## src/rtl/ctrl_pkg.sv

```systemverilog
// Shared constants for the controller-emulation datapath: frame length,
// count width and the level the serial line rests at between frames.
package ctrl_pkg;

  localparam int   FRAME_BITS     = 64;
  localparam int   CNT_W          = $clog2(FRAME_BITS + 1);
  localparam logic IDLE_LEVEL_DEF = 1'b1;

endpackage

```

## src/rtl/shift_reg_64.sv

```systemverilog
// Parallel-in, serial-out frame shifter; MSB first by default, LSB first
// when SHIFT_REG_64_LSB_FIRST_EN is defined.
module shift_reg_64
  import ctrl_pkg::*;
#(
  parameter int   WIDTH      = FRAME_BITS,
  parameter logic IDLE_LEVEL = IDLE_LEVEL_DEF
) (
  input  logic             clk,
  input  logic             rst,
  input  logic             lat,
  input  logic             shift,
  input  logic [WIDTH-1:0] data,
  output logic             d,
  output logic             busy,
  output logic [CNT_W-1:0] count,
  output logic             done
);

  logic [WIDTH-1:0] shreg;

  // Load takes priority over shift; shifts on an empty register only clear done.
  always_ff @(posedge clk) begin
    if (rst) begin
      shreg <= '0;
      count <= '0;
      done  <= 1'b0;
    end else if (lat) begin
      shreg <= data;
      count <= CNT_W'(WIDTH);
      done  <= 1'b0;
    end else if (shift && (count != '0)) begin
`ifdef SHIFT_REG_64_LSB_FIRST_EN
      shreg <= shreg >> 1;
`else
      shreg <= shreg << 1;
`endif
      count <= count - CNT_W'(1);
      done  <= (count == CNT_W'(1));
    end else begin
      done  <= 1'b0;
    end
  end

  assign busy = (count != '0);

`ifdef SHIFT_REG_64_LSB_FIRST_EN
  assign d = busy ? shreg[0] : IDLE_LEVEL;
`else
  assign d = busy ? shreg[WIDTH-1] : IDLE_LEVEL;
`endif

endmodule

```

## config.mk

```make
export PLATFORM = sky130hd
export DESIGN_NAME = shift_reg_64
export DESIGN_NICKNAME = d
export VERILOG_FILES = /design/src/rtl/ctrl_pkg.sv /design/src/rtl/shift_reg_64.sv
export SDC_FILE = /design/constraint.sdc
export NUM_CORES = 1
export LEC_CHECK = 0
export BUFFER_PORTS_ARGS = -buffer_cell sky130_fd_sc_hd__buf_2
export CORE_ASPECT_RATIO = 0.7
export CORE_MARGIN = 2
export CORE_UTILIZATION = 56
export CTS_BUF_LIST = sky130_fd_sc_hd__clkbuf_16
export CTS_CLUSTER_SIZE = 24
export DETAILED_ROUTE_END_ITERATION = 8
export PLACE_DENSITY_LB_ADDON = 0.3
export SYNTH_ARGS = -nofsm -noshare
export SYNTH_HDL_FRONTEND = slang
export SYNTH_SLANG_ARGS = --single-unit
```

## constraint.sdc

```tcl
create_clock -name clk -period 2.2 [get_ports clk]
set_input_delay 0.11 -clock clk [delete_from_list [all_inputs] [get_ports clk]]
set_output_delay 0.11 -clock clk [all_outputs]
set_load 0.01 [all_outputs]
```

# == After elaboration in Yosys (flattened, before gate mapping) ==
# Cells that the tools add are included.
# totals
output_inout_bits,10
inputBits,68
regBits,72
elab_cells,17
# op_classes
n_eq_ne,1
n_reduce_logical,5
muxes,5
add_sub_neg,1
n_bitwise,1
# ops
cell,n
two-way mux 64 bit,2
two-way mux 7 bit,2
"equality test 7 x 1 -> 1 bit, second input constant",1
nonzero test 7 bit,1
"subtractor 7 x 1 -> 7 bit, second input constant",1
OR reduction 3 bit,1
nonzero test 2 bit,1
OR reduction 2 bit,1
logical AND 1 bit,1
two-way mux 1 bit,1
inverter 1 bit,1

# == Longest topological paths before layout ==
# Gate-level depths: netlist of run 1.
# logic_depth
word_depth,4
depth_mapped,7
depth_no_buf,5

# == Worst setup path before layout of run 1 ==
# OpenSTA, ideal clock, no wires.
# synth_path
path_kind,register to register
from,register count[0]
to,register shreg[16]
slack_ns,0.517
stages_incl_launch_ff,8
synth_period_minus_slack_ns,1.683
required_time_ns,2.064
path_buffers,2
t_arrival_ns,1.547
setup_time_ns,0.136
path_cell_list,dfxtp_1 -> inv_1 -> ha_1 -> or3b_1 -> buf_2 -> buf_1 -> o211ai_1 -> a31oi_1
# synth_between
elab_chain_len,3
# synth_rtl
item,line,rtl
from (decl),shift_reg_64.sv:16,"output logic [CNT_W-1:0] count,"
from (signal assigned),shift_reg_64.sv:30,count <= CNT_W'(WIDTH);
from (signal assigned),shift_reg_64.sv:38,count <= count - CNT_W'(1);
nonzero test 7 bit,shift_reg_64.sv:32,end else if (shift && (count != '0)) begin
logical AND 1 bit,shift_reg_64.sv:32,
nonzero test 2 bit (no source line),--,
to (signal assigned),shift_reg_64.sv:29,shreg <= data;
to (signal assigned),shift_reg_64.sv:36,shreg <= shreg << 1;
to (decl),shift_reg_64.sv:20,logic [WIDTH-1:0] shreg;
# Every way passes these cells.
# A chain may end at the register's enable or synchronous reset.

# == Worst setup path in the final report of run 1 ==
# layout_path
from,register count[1]
to,register shreg[6]
# Same word-level chain as after synthesis.

==> results of run 1 <==
cells in the final DEF, fill, tap and decap left out, types with 2 or more instances in the layout:
cell type,netlist,layout
a31oi_1,64,64
clkbuf_16,0,9
inv_1,3,3
a21oi_1,5,5
or4b_1,2,2
ha_1,3,3
buf_2,18,77
o211ai_1,63,63
bufinv_16,0,2
a32oi_1,63,63
nand3b_1,2,2
clkinv_2,0,4
buf_12,0,2
o31ai_1,2,2
buf_4,4,13
a211o_1,3,3
nor2b_1,63,63
dfxtp_1,72,71
nand2_1,8,8
o21bai_1,63,63
or2_2,2,2
final timing paths:
kind,startpoint,slack (ns),cells past startpoint,endpoint
setup / recovery,count[1]$_SDFFE_PP0P_,0.25,6,shreg[6]$_SDFFE_PP0P_
setup reg to reg,count[1]$_SDFFE_PP0P_,0.25,6,shreg[6]$_SDFFE_PP0P_
hold / removal,data[30],0.06,3,shreg[30]$_SDFFE_PP0P_
hold reg to reg,shreg[39]$_SDFFE_PP0P_,0.52,2,shreg[40]$_SDFFE_PP0P_
metrics by stage:
stage	cell area [um2]	utilization (%)	power, uW	hold slack (ns)	setup WS [ns]
2_1_floorplan	4388	-	2249	0.2603	0.5167
3_3_place_gp	4733	63.54	2461	0.3881	0.3833
3_5_place_dp	4733	63.54	2489	0.3985	0.2867
4_1_cts	5046	67.74	4039	0.05253	0.2832
5_1_grt	5046	67.74	4205	0.06091	0.1228
6_report	5046	67.74	4050	0.05921	0.2492
worst register-to-register path: stages, from the launching register on:
cell     delay (ns)
dfxtp_1        0.36
inv_1          0.12
ha_1           0.19
nor3b_4        0.30
buf_4          0.44
a32oi_1        0.22
a31oi_1        0.25
registers in the layout, indices dropped and copies added (netlist names):
signal  flops
count       7
done        1
shreg      64
power by group through the flow:
stage | Combinational (uW) | Sequential (uW) | Clock (uW)
finish | 979 | 1510 | 1560
global placement | 934 | 1530 | 0
CTS | 960 | 1510 | 1570
floorplan | 736 | 1510 | 0
global route | 1060 | 1520 | 1620
detailed placement | 954 | 1540 | 0
per-layer routing:
metal,vias up,global-route usage (%)
li1,2078,-
met1,2044,39.03
met2,217,42.02
met3,14,6.229
met4,0,6.203
met5,-,0
kinds of logic (layout without fill, tap and decap cells):
kind of cell / count (synthesis) / count (layout)
multiplexers: 1 / 1
buffers and inverters: 74 / 112
AND/OR/NAND/NOR: 88 / 88
AO/OA/AOI/OAI: 267 / 267
flip-flops: 72 / 72
adder cells (fa/ha/maj): 3 / 3
layout make-up:
| class | instances | area, um2 |
|---|---|---|
| fill | 640 | 2404 |
| multi-input combinational | 359 | 2629 |
| clock buffer | 9 | 225.2 |
| sequential | 72 | 1443 |
| timing repair buffer | 92 | 523.0 |
| clock inverter | 7 | 87.58 |
| tap | 98 | 122.6 |
| inverter | 4 | 16.27 |
==> flow_metrics.env, run 1 <==
export IMPL_start_util_pct=58.90
export IMPL_drv_cap=0
export IMPL_slew_headroom_pct=23.17
export IMPL_synth_mux_area_share_pct=0.2281
export IMPL_vdd_ir_drop_max_uv=653.7
export IMPL_synth_area_um2=4388
export IMPL_critPathKind="reg2reg"
export IMPL_grt_usage_pct=27.36
export IMPL_p_per_area_nw_per_um2=802.7
export IMPL_synth_compound_gate_area_share_pct=45.68
export IMPL_grt_max_degree=66
export IMPL_cp_arrival_ns=2.20
export IMPL_critical_path_slowest_cell="buf_4"
export IMPL_wl_per_cell_um=18.53
export IMPL_die_h_um=78.06
export IMPL_cp_data_required_time_ns=2.45
export IMPL_met3_length_um=885
export IMPL_min_path_type="in2reg"
export IMPL_first_global_vias=3873
export IMPL_met1Wirelength_um=5464
export IMPL_port_buffers=77
export IMPL_drc=0
export IMPL_final_nets=609
export IMPL_ys_types=35
export IMPL_tns_ns=0
export IMPL_synth_area_leaders="dfxtp_1, a32oi_1, o211ai_1"
export IMPL_synth_fa_ha_area_share_pct=0.8554
export IMPL_synth_ff_type="dfxtp_1"
export IMPL_clockBufferDepth=2
export IMPL_clkPwrFrac_pct=38.5
export IMPL_vias_per_cell=6.791
export IMPL_postCtsSetupBuffers=0
export IMPL_cp_end_kind="register"
export IMPL_yosys_area_share_simple_pct=12.86
export IMPL_dpl_hpwl_um=6808
export IMPL_met2_length_um=5414
export IMPL_cts_sinks=72
export IMPL_dpl_cell_count=625
export IMPL_htreeDepth=3
export IMPL_grt_ovfl_total=0
export IMPL_dieArea_um2=8571
export IMPL_tightestPinTransition_ns=1.152
export IMPL_wl_um=11880
export IMPL_status="complete, no violations"
export IMPL_synth_edf_count=0
export IMPL_path_max_fanout=37
export IMPL_synth_area_per_cell_um2=8.689
export IMPL_p_sw_uw=1269
export IMPL_cp_top_family="buffers and inverters"
export IMPL_grt_first_pass_wirelength_um=18980
export IMPL_io_pins=78
export IMPL_async_flop_share_pct=0
export IMPL_ant_nets=0
export IMPL_post_cts_resize_count=0
export IMPL_syn_inst=505
export IMPL_yosysMostFrequentCell="dfxtp_1"
export IMPL_clkTransAtPathRegs_ns=0.06
export IMPL_gp_congestion=0.8900
export IMPL_startpoint_type="register"
export IMPL_final_max_slew_viol_count=0
export IMPL_min_period_over_period_pct=88.67
export IMPL_die_width_um=109.8
export IMPL_antenna_found_initial=0
export IMPL_cts_tree="done"
export IMPL_rsz0062_at_grt="false"
export IMPL_slowest_delay_ns=0.44
export IMPL_swShare_pct=31.33
export IMPL_synth_area_leader_cell="dfxtp_1"
export IMPL_synth_top_family_by_area="compound AO/OA/AOI/OAI gates"
export IMPL_cts_hold_buf=0
export IMPL_num_vias=4353
export IMPL_synth_nets=576
export IMPL_placementRows=26
export IMPL_core_area_um2=7450
export IMPL_drive_above_1_share_pct=21.92
export IMPL_ys_seq_area_share_pct=32.85
export IMPL_firstDrtPassIters=5
export IMPL_cts_inserted_buffers=9
export IMPL_power_frac_comb_pct=24.2
export IMPL_fin_skew_ns=0.007099
export IMPL_min_period_ns=1.951
export IMPL_antennaDiodeCount=0
export IMPL_internal_power_uw=2781
export IMPL_ys_seq_elements=72
export IMPL_dr_first_iter_drc_count=445
export IMPL_ys_warn_count=0
export IMPL_crit_chain="inv_1 > ha_1 > nor3b_4 > buf_4 > a32oi_1 > a31oi_1"
export IMPL_syn_to_final_growth_pct=15.00
export IMPL_worstSkewPairLatency_ns=0.33
export IMPL_layoutNonFillerInstCount=641
export IMPL_fmax_ghz=0.5126
export IMPL_leakagePower_uw=0.001830
export IMPL_top_layer_used="met4"
export IMPL_netlist_area_leader_share_pct=32.85
export IMPL_hold_viol=0
export IMPL_setup_viol=0
export IMPL_seqPwrFrac_pct=37.4
export IMPL_netlist_top_cells_count="dfxtp_1, a31oi_1"
export IMPL_clockRootBuffer="clkbuf_16"
export IMPL_synthXorXnorAreaFrac_pct=0
export IMPL_path_buf_inv=2
(Power assumes the default switching activity.)
==> run 2: changes to the inputs <==
BUFFER_PORTS_ARGS = unset   (was -buffer_cell sky130_fd_sc_hd__buf_2)
CORE_UTILIZATION = 64   (was 56)
DONT_BUFFER_PORTS = 1   (was unset)
==> flow_metrics.env, run 2 (same netlist as run 1, synthesis figures left out) <==
export IMPL_min_period_over_period_pct=89.36
export IMPL_drive_above_1_share_pct=7.946
export IMPL_critPathKind="reg2reg"
export IMPL_cts_tree="done"
export IMPL_hold_depth=2
export IMPL_min_period_ns=1.966
export IMPL_tns_ns=0
export IMPL_core_area_um2=6694
export IMPL_grt_max_degree=68
export IMPL_clockRootBuffer="clkbuf_16"
export IMPL_cts_sinks=72
export IMPL_grt_ovfl_total=0
export IMPL_p_sw_uw=1247
export IMPL_syn_to_final_growth_pct=17.71
export IMPL_fin_skew_ns=0.005975
export IMPL_htreeDepth=3
export IMPL_slowest_delay_ns=0.47
export IMPL_final_core_util_pct=77.16
export IMPL_fmax_ghz=0.5087
export IMPL_vdd_ir_drop_max_uv=470.2
export IMPL_clkPwrFrac_pct=36.3
export IMPL_swShare_pct=31.73
export IMPL_placementRows=25
export IMPL_largest_registers="shreg (64), count (7), done (1)"
export IMPL_hold_viol=0
export IMPL_rsz0062_at_grt="false"
export IMPL_slew_headroom_pct=51.94
export IMPL_critical_path_slowest_cell="or3b_2"
export IMPL_setup_viol=0
export IMPL_ant_nets=0
export IMPL_final_max_slew_viol_count=0
export IMPL_clkTransAtPathRegs_ns=0.06
export IMPL_cp_data_required_time_ns=2.40
export IMPL_p_per_area_nw_per_um2=760.6
export IMPL_leakagePower_uw=0.001713
export IMPL_layout_commonest_cell="dfxtp_1"
export IMPL_die_width_um=103.0
export IMPL_port_buffers=0
export IMPL_crit_chain="inv_1 > ha_1 > or3b_2 > buf_4 > o211ai_1 > a31oi_1"
export IMPL_grt_usage_pct=31.51
export IMPL_firstDrtPassIters=5
export IMPL_dr_first_iter_drc_count=516
export IMPL_final_cell_mix="dfxtp_1, a31oi_1"
export IMPL_start_util_pct=65.55
export IMPL_gp_congestion=0.8321
export IMPL_antenna_found_initial=0
export IMPL_nFillCells=490
export IMPL_wl_per_cell_um=19.64
export IMPL_startpoint_type="register"
export IMPL_power_frac_comb_pct=25.0
export IMPL_wl_um=11980
export IMPL_min_path_type="in2reg"
export IMPL_area_sequential_um2=1443
export IMPL_dpl_hpwl_um=6110
export IMPL_status="complete, no violations"
export IMPL_dieArea_um2=7545
export IMPL_cp_arrival_ns=2.17
export IMPL_cp_end_kind="register"
export IMPL_drv_cap=0
export IMPL_rr_worst_depth=6
export IMPL_largest_register="shreg"
export IMPL_cts_inserted_buffers=9
export IMPL_drc=0
export IMPL_final_nets=582
export IMPL_first_global_vias=3845
export IMPL_grt_first_pass_wirelength_um=18870
export IMPL_clockBufferDepth=2
export IMPL_vias_per_cell=7.089
export IMPL_path_max_fanout=39
export IMPL_io_pins=78
export IMPL_internal_power_uw=2682
export IMPL_num_vias=4324
export IMPL_tightestPinTransition_ns=0.7208
export IMPL_post_cts_resize_count=0
export IMPL_seqPwrFrac_pct=38.7
export IMPL_multi_input_comb_area_um2=2629
export IMPL_antennaDiodeCount=0
export IMPL_worstSkewPairLatency_ns=0.33
export IMPL_largest_reg_flops=64
export IMPL_die_h_um=73.28
[run 2: changes by cell type in the layout (fill, tap and decap cells not counted), sizes merged]
cell,before,now
clkinv,5,4
dlygate4sd3,0,50
buf,92,15
clkinvlp,0,2
bufinv,2,1
[run 2: timing repair]
item | in CTS | in global routing
endpoints found under the setup margin | 0 | 0
hold endpoints to repair | 68 | 2
hold buffers | 50 | 2
buffers inserted | 0 | 0
[run 2: per-layer routing]
| layer | vias up | share of wire [%] | GRT usage, % | wire [um] |
|---|---|---|---|---|
| met5 | - | 0 | 0 | 0 |
| met4 | 0 | 1.2 | 8.187 | 145 |
| met1 | 2088 | 45 | 44.50 | 5355 |
| li1 | 2029 | - | - | - |
| met3 | 18 | 7.4 | 6.851 | 890 |
| met2 | 189 | 47 | 49.13 | 5588 |
[run 2: final timing paths]
check,slack [ns],from,end
max,0.23,count[1]$_SDFFE_PP0P_,shreg[62]$_SDFFE_PP0P_
min,0.005,data[22],shreg[22]$_SDFFE_PP0P_
max reg2reg,0.23,count[1]$_SDFFE_PP0P_,shreg[62]$_SDFFE_PP0P_
min reg2reg,0.52,shreg[0]$_SDFFE_PP0P_,shreg[0]$_SDFFE_PP0P_
[run 2: per-stage QoR]
step                      power (uW)  instances  worst slack (ns)  hold WS, ns  area, um2
after floorplan                 2249        505            0.5167       0.2603       4388
after global placement          2357        542            0.3400       0.1818       4329
after detailed placement        2380        542            0.2619       0.1804       4329
after CTS                       3898        608            0.2412     0.001092       5145
after global routing            4093        610            0.1154     0.006694       5165
final                           3928        610            0.2341     0.004934       5165
[run 2: power by group through the flow]
| stage | Clock [uW] | Combinational (uW) | Sequential (uW) |
|---|---|---|---|
| 2_1_floorplan | 0 | 736 | 1510 |
| 3_3_place_gp | 0 | 824 | 1530 |
| 3_5_place_dp | 0 | 839 | 1540 |
| 4_1_cts | 1430 | 952 | 1510 |
| 5_1_grt | 1500 | 1060 | 1530 |
| 6_report | 1430 | 981 | 1520 |
[run 2: layout make-up]
| class | instances | area share, % |
|---|---|---|
| multi-input combinational | 359 | 50.90 |
| tap | 94 | 2.277 |
| sequential | 72 | 27.93 |
| inverter | 4 | 0.3391 |
| timing repair buffer | 65 | 12.98 |
| clock buffer | 9 | 4.360 |
| clock inverter | 7 | 1.211 |
[run 2: worst max-delay path: cells and delay by family, from the launching register on]
| kind | cells | cell delay [ns] |
|---|---|---|
| adder cells (fa/ha/maj) | 1 | 0.21 |
| AO/OA/AOI/OAI | 2 | 0.37 |
| flip-flops | 1 | 0.37 |
| AND/OR/NAND/NOR | 1 | 0.47 |
| buffers and inverters | 2 | 0.40 |
==> run 3: changes to the inputs <==
REMOVE_ABC_BUFFERS = 1   (was unset)
==> flow_metrics.env, run 3 (same netlist as run 1, synthesis figures left out) <==
export IMPL_rr_worst_depth=6
export IMPL_clkPwrFrac_pct=37.8
export IMPL_die_h_um=73.28
export IMPL_grt_max_degree=66
export IMPL_critPathKind="reg2out"
export IMPL_grt_usage_pct=33.58
export IMPL_clockBufferDepth=2
export IMPL_p_per_area_nw_per_um2=771.2
export IMPL_tightestPinTransition_ns=0.5703
export IMPL_post_cts_resize_count=0
export IMPL_gp_congestion=0.7815
export IMPL_ant_nets=0
export IMPL_rsz0062_at_grt="false"
export IMPL_vdd_ir_drop_max_uv=539.4
export IMPL_min_path_type="in2reg"
export IMPL_path_max_fanout=17
export IMPL_layoutNonFillerInstCount=619
export IMPL_dpl_hpwl_um=6091
export IMPL_multi_input_comb_area_um2=2629
export IMPL_clockRootBuffer="clkbuf_16"
export IMPL_nFillCells=444
export IMPL_ff2ff_setup_slack_ns=0.27
export IMPL_cts_sinks=72
export IMPL_num_vias=4355
export IMPL_internal_power_uw=2830
export IMPL_grt_first_pass_wirelength_um=20070
export IMPL_min_period_over_period_pct=92.29
export IMPL_dpl_cell_count=544
export IMPL_drive_above_1_share_pct=8.381
export IMPL_htreeDepth=3
export IMPL_largest_register="shreg"
export IMPL_port_buffers=0
export IMPL_cp_arrival_ns=1.92
export IMPL_power_frac_comb_pct=25.2
export IMPL_cp_data_required_time_ns=2.09
export IMPL_cts_inserted_buffers=9
export IMPL_firstDrtPassIters=5
export IMPL_min_period_ns=2.030
export IMPL_syn_to_final_growth_pct=20.76
export IMPL_leakagePower_uw=0.001777
export IMPL_final_nets=591
export IMPL_start_util_pct=65.55
export IMPL_hold_depth=2
export IMPL_drv_cap=0
export IMPL_vias_per_cell=7.036
export IMPL_drc=0
export IMPL_swShare_pct=30.74
export IMPL_tns_ns=0
export IMPL_cts_tree="done"
export IMPL_first_global_vias=4092
export IMPL_die_width_um=103.0
export IMPL_final_cell_mix="dfxtp_1, a31oi_1"
export IMPL_slew_headroom_pct=61.93
export IMPL_core_area_um2=6694
export IMPL_largest_reg_flops=64
export IMPL_worstSkewPairLatency_ns=0.33
export IMPL_io_pins=78
export IMPL_fmax_ghz=0.4925
export IMPL_cp_end_kind="output pin"
export IMPL_final_max_slew_viol_count=0
export IMPL_placementRows=25
export IMPL_antenna_found_initial=0
export IMPL_status="complete, no violations"
export IMPL_wl_per_cell_um=20.02
export IMPL_dr_first_iter_drc_count=355
export IMPL_seqPwrFrac_pct=37.0
export IMPL_p_sw_uw=1256
export IMPL_area_sequential_um2=1443
export IMPL_largest_registers="shreg (64), count (7), done (1)"
export IMPL_grt_ovfl_total=0
export IMPL_setup_viol=0
export IMPL_hold_viol=0
export IMPL_dieArea_um2=7545
export IMPL_clkTransAtPathRegs_ns=0.06
export IMPL_fin_skew_ns=0.005071
export IMPL_wl_um=12400
export IMPL_antennaDiodeCount=0
export IMPL_layout_commonest_cell="dfxtp_1"
export IMPL_startpoint_type="register"
[run 3: power groups by stage]
| stage | clock [uW] | combinational [uW] | sequential, uW |
|---|---|---|---|
| floorplan | 0 | 597 | 1530 |
| global placement | 0 | 857 | 1530 |
| detailed placement | 0 | 878 | 1530 |
| CTS | 1550 | 1000 | 1510 |
| global route | 1610 | 1110 | 1530 |
| finish | 1550 | 1030 | 1510 |
[run 3: routing by layer]
| metal | global-route usage (%) | vias to the layer above | wire, um |
|---|---|---|---|
| met4 | 11.55 | 0 | 305 |
| met1 | 46.94 | 2082 | 5380 |
| met2 | 52.38 | 203 | 5799 |
| li1 | - | 2041 | - |
| met5 | 0 | - | 0 |
| met3 | 6.280 | 29 | 909 |
[run 3: repair_timing]
action,in CTS,in global routing
hold buffers,57,2
buffers inserted,0,0
endpoints found under the hold margin,66,2
[run 3: final cells by class]
| class | instances | area share [%] |
|---|---|---|
| multi-input cells | 359 | 49.61 |
| flip-flops and latches | 72 | 27.23 |
| repair buffers | 74 | 14.73 |
| clock buffers | 9 | 4.250 |
| well taps | 94 | 2.220 |
| clock inverters | 7 | 1.629 |
| inverters | 4 | 0.3306 |
[run 3: through the flow]
step / utilization (%) / cell area [um2] / power, uW / worst slack (ns) / hold WS, ns
5_1_grt: 79.16 / 5299 / 4252 / 0.06566 / 0.01005
3_5_place_dp: 65.27 / 4369 / 2412 / 0.3273 / 0.1828
2_1_floorplan: - / 4073 / 2131 / -1.200 / 0.1794
3_3_place_gp: 65.27 / 4369 / 2384 / 0.3889 / 0.1831
4_1_cts: 78.86 / 5279 / 4057 / 0.1670 / 0.0006538
6_report: 79.16 / 5299 / 4086 / 0.1695 / 0.003426
[run 3: worst paths after layout]
check	start	end
worst max-delay path	count[0]$_SDFFE_PP0P_	busy
worst min-delay path	data[35]	shreg[35]$_SDFFE_PP0P_
worst max register to register	count[0]$_SDFFE_PP0P_	shreg[7]$_SDFFE_PP0P_
worst min register to register	shreg[0]$_SDFFE_PP0P_	shreg[0]$_SDFFE_PP0P_
[run 3: critical path, cell delays in order (launching register included)]
cell     delay [ns]
dfxtp_1        0.38
inv_1          0.13
ha_1           0.20
nor3b_4        0.32
buf_4          0.29
nand2_1        0.10
buf_4          0.17
